**config.mk**
```make
export PLATFORM = sky130hd
export DESIGN_NAME = nibble_swap_arbiter
export DESIGN_NICKNAME = d
export VERILOG_FILES = /design/src/rtl/nibble_swap_arbiter.sv
export SDC_FILE = /design/constraint.sdc
export NUM_CORES = 1
export LEC_CHECK = 0
export ABC_CLOCK_PERIOD_IN_PS = 5140
export CAP_MARGIN = 30
export CORE_UTILIZATION = 45
export DETAILED_ROUTE_END_ITERATION = 8
export PLACE_DENSITY = 0.86
export SLEW_MARGIN = 5
export SYNTH_ARGS = -nofsm -noshare
export SYNTH_HDL_FRONTEND = slang
export SYNTH_SLANG_ARGS = --single-unit
export TNS_END_PERCENT = 20
```
**constraint.sdc**
```tcl
create_clock -name clk -period 5.14 [get_ports clk]
set_input_delay 0.514 -clock clk [delete_from_list [all_inputs] [get_ports clk]]
set_output_delay 0.514 -clock clk [all_outputs]
set_load 0.05 [all_outputs]
```
**src/rtl/nibble_swap_arbiter.sv**
```systemverilog
// Round-robin arbiter that shares one nibble swapper between N_REQ requesters and registers the result.
// Optional transfer counter port xfer_count is built when NIBBLE_SWAP_ARB_STATS_EN is defined.
module nibble_swap_arbiter #(
    parameter int unsigned N_REQ = 4,
    parameter int unsigned ID_W  = 2
) (
    input  logic               clk,
    input  logic               rst,
    input  logic [N_REQ-1:0]   req_valid,
    input  logic [8*N_REQ-1:0] req_data,
    input  logic [N_REQ-1:0]   req_swap,
    output logic [N_REQ-1:0]   req_ready,
    output logic               out_valid,
    output logic [7:0]         out_data,
    output logic [ID_W-1:0]    out_id,
`ifdef NIBBLE_SWAP_ARB_STATS_EN
    output logic [15:0]        xfer_count,
`endif
    input  logic               out_ready
);

    logic [ID_W-1:0]  last_grant_q;
    logic             out_valid_q;
    logic [7:0]       out_data_q;
    logic [ID_W-1:0]  out_id_q;

    logic [N_REQ-1:0] grant;
    logic [ID_W-1:0]  grant_idx;
    logic             found;
    logic             load;
    logic             xfer;
    logic [7:0]       sel_data;
    logic             sel_swap;
    logic [7:0]       swap_out;

    // Search starts one past the last winner and wraps, so every requester gets a turn.
    always_comb begin
        int unsigned idx;
        idx       = 0;
        grant     = '0;
        grant_idx = '0;
        found     = 1'b0;
        for (int unsigned k = 1; k <= N_REQ; k++) begin
            idx = (32'(last_grant_q) + k) % N_REQ;
            if (!found && req_valid[idx]) begin
                found      = 1'b1;
                grant[idx] = 1'b1;
                grant_idx  = ID_W'(idx);
            end
        end
    end

    assign load      = !out_valid_q || out_ready;
    assign xfer      = found && load && !rst;
    assign req_ready = xfer ? grant : '0;

    // Shared swapper datapath fed by the granted requester.
    assign sel_data = req_data[32'(grant_idx)*8 +: 8];
    assign sel_swap = req_swap[grant_idx];
    assign swap_out = sel_swap ? {sel_data[3:0], sel_data[7:4]} : sel_data;

    always_ff @(posedge clk) begin
        if (rst) begin
            out_valid_q  <= 1'b0;
            out_data_q   <= 8'h00;
            out_id_q     <= '0;
            last_grant_q <= ID_W'(N_REQ - 1);
        end else if (xfer) begin
            out_valid_q  <= 1'b1;
            out_data_q   <= swap_out;
            out_id_q     <= grant_idx;
            last_grant_q <= grant_idx;
        end else if (out_ready) begin
            out_valid_q  <= 1'b0;
        end
    end

    assign out_valid = out_valid_q;
    assign out_data  = out_data_q;
    assign out_id    = out_id_q;

`ifdef NIBBLE_SWAP_ARB_STATS_EN
    logic [15:0] xfer_count_q;

    always_ff @(posedge clk) begin
        if (rst) begin
            xfer_count_q <= 16'h0000;
        end else if (out_valid_q && out_ready) begin
            xfer_count_q <= xfer_count_q + 16'h0001;
        end
    end

    assign xfer_count = xfer_count_q;
`endif

endmodule

```
==> summary.md <==
| Metric | Value |
|---|---|
| Slew of the pin with the lowest slew margin | 0.534 ns |
| Mean post-synth cell area | 9.61 sq um |
| Num CTS Buffers | 3 |
| CTS Sinks | 13 |
| Flop pwr share | 0.151 |
| Fmax | 0.222 GHz |
| Net Sw Frac | 0.506 |
| Root Driver | clkbuf_4 |
| RD Place Congestion | 0.866 |
| #FFs+latches synth | 13 |
| Fin util | 0.724 |
| Die W | 55.3 um |
| Port bufs | 57 |
| Rel. slew slack | 0.644 |
| Hpwl dp | 2460 um |
| Top cell type's share of synthesized area | 0.274 |
| Crit-path max FO | 26 |
| Min Tclk post-route | 4.50 ns |
| Max clock buf depth | 2 |
| Post-CTS Hold Buffers | 0 |
| Core Rows | 18 |
| IO Count | 58 |
| Final Hold Fails | 0 |
| Synth-to-layout area growth | 46.7% |
| Async set-reset flop share out of synthesis | 0 |
| Clock group share of total power | 0.053 |
| Fin cells | 218 |
| Final WL | 3150 um |
| Routed via count | 1225 |
| Net Sw Power | 618 uW |
| Reg clk slew, reported paths | 0.09 ns |
| Synth Flop Type | dfxtp_1 |
| Die footprint | 3060 sq um |
| GRT overflow | 0 |
| DP Area | 1850 sq um |
| Final Skew | 0.00240 ns |
| Status | completed |
| Max H-tree Level | 1 |
| First-pass GRT wire length | 5190 um |
| Max_cap viols | 0 |
| Int Pwr | 603 uW |
| Post-synth top area cell | mux2i_1 |
| Total track usage | 0.211 |
| Die Height | 55.3 um |
| Fillers | 191 |
| CP Class | register to output port |
| Post-synth EDFFs | 0 |
| Resize count post-CTS | 0 |
| Post-CTS setup buffer count | 0 |
| Syn_nets | 184 |
| Hold Path Class | register to register |
| Placed cells | 214 |
| Setup TNS | 0 ns |
| Synth cell types | 31 |
| Leakage | 0.000817 uW |
| Core region area | 2590 sq um |
| Sequential share of the synthesized area | 0.204 |
| Syn. warnings | 0 |
| WP data required | 4.63 ns |
| Wire length per cell | 14.4 um |
| Area contributors post-synth | mux2i_1 27%, dfxtp_1 20%, ha_1 7.8% |
| Largest net degree at the start of global routing | 27 |
| Avg Vias per Cell | 5.62 |
| Vias in the first global route | 1204 |
| Remaining antenna violation count after routing | 0 |
| Initial Utilization | 0.493 |
| Unrepaired setup endpoints after global routing | no |
| Pwr dens | 651 nW/um^2 |
| Diodes inserted | 0 |
| Gate power share | 0.796 |
| Share of layout cells above drive strength 1 | 0.0904 |
| CP endpoint kind | output port |
| Final period utilization | 0.876 |
| Nets | 240 |
| Mapped Area | 1280 sq um |
| CTS tree | built |
| Peak supply drop | 483 uV |
| DRC | 0 |
| Gate Count Post-Synth | 133 |
| Min Hold Slack | 0.469 ns |
| Final setup viols | 0 |
| DRT Pass-1 Iters | 5 |
| Crit path launch type | register |
| Initial antenna violation count | 0 |
| Final instance area | 1870 sq um |
| Worst-Skew Late Latency | 0.28 ns |
| Slew Viols, Final | 0 |
| Arrival @ worst endpoint | 3.99 ns |
| Initial DRC Count | 41 |
[Yosys cell counts (2+ instances only)]
master / number
a21oi_1: 2
a221oi_1: 4
a22oi_1: 4
a31oi_1: 2
buf_2: 3
buf_6: 3
dfxtp_1: 13
ha_1: 8
inv_1: 2
mux2_2: 2
mux2i_1: 35
mux2i_4: 3
mux4_2: 3
nand3_1: 8
nor2_1: 11
nor2b_1: 7
nor3_1: 2
o21ai_1: 8
[state kept, by name (all words and copies together) (netlist names)]
register / cells
out_valid: 1
out_data: 8
out_id: 2
last_grant_q: 2
[cells in the final DEF, fill, tap and decap left out, drive strengths merged, types with 3 or more instances in the layout]
cell type,n
dfxtp,13
nand3,8
a22oi,4
clkbuf,3
nor2b,7
o21ai,9
mux4,3
a221oi,4
mux2i,38
clkdlybuf4s50,57
nor2,11
ha,8
[metrics by stage]
stage / worst slack (ns) / total power (uW)
global route: 0.309 / 1300
floorplan: 1.61 / 944
finish: 0.640 / 1220
CTS: 0.639 / 1220
detailed placement: 0.956 / 1150
global placement: 1.12 / 1120
[cells by family after synthesis]
| logic type | share of synthesized area |
|---|---|
| compound gates | 0.135 |
| fa+ha+maj | 0.0784 |
| mux | 0.398 |
| flops | 0.204 |
| simple gates | 0.129 |
| buf+inv | 0.0558 |
[worst max-delay path: stages (launching register included)]
cell             delay (ns)
dfxtp_1                0.66
inv_1                  0.27
ha_1                   0.44
mux4_2                 0.54
or3_4                  0.40
nor2b_1                0.15
or3b_2                 0.43
nor2_1                 0.10
clkdlybuf4s50_1        0.71
[path summary, 6_finish.rpt]
check	start	endpoint	slack, ns	depth (start not counted)
worst max register to register	last_grant_q[0]	out_data[4]	1.27	10
worst min-delay path	out_data[1]	out_data[1]	0.47	2
worst min register to register	out_data[1]	out_data[1]	0.47	2
worst max-delay path	last_grant_q[0]	req_ready[1]	0.64	8
[metal layers]
layer | GRT usage | wire length, um | vias up
li1 | - | - | 607
met1 | 0.256 | 1350 | 537
met3 | 0.0609 | 223 | 12
met4 | 0.0714 | 94 | 0
met5 | 0 | 0 | -
met2 | 0.355 | 1480 | 69
[power by group through the flow]
stage / sequential (uW) / combinational, uW / clock (uW)
2_1_floorplan: 274 / 671 / 0
3_3_place_gp: 180 / 937 / 0
4_1_cts: 183 / 967 / 65.0
5_1_grt: 191 / 1030 / 71.3
6_report: 184 / 971 / 65.2
3_5_place_dp: 183 / 963 / 0
[layout make-up]
| class | instances | area [sq um] | area share |
|---|---|---|---|
| Clock buffer | 3 | 22.5 | 0.0120 |
| Clock inverter | 1 | 5.00 | 0.00267 |
| Inverter | 3 | 11.3 | 0.00601 |
| Multi-Input combinational cell | 109 | 952 | 0.508 |
| Sequential cell | 13 | 260 | 0.139 |
| Tap cell | 30 | 37.5 | 0.0200 |
| Timing Repair Buffer | 59 | 586 | 0.312 |
No activity file was read; power rests on OpenSTA's default activity.
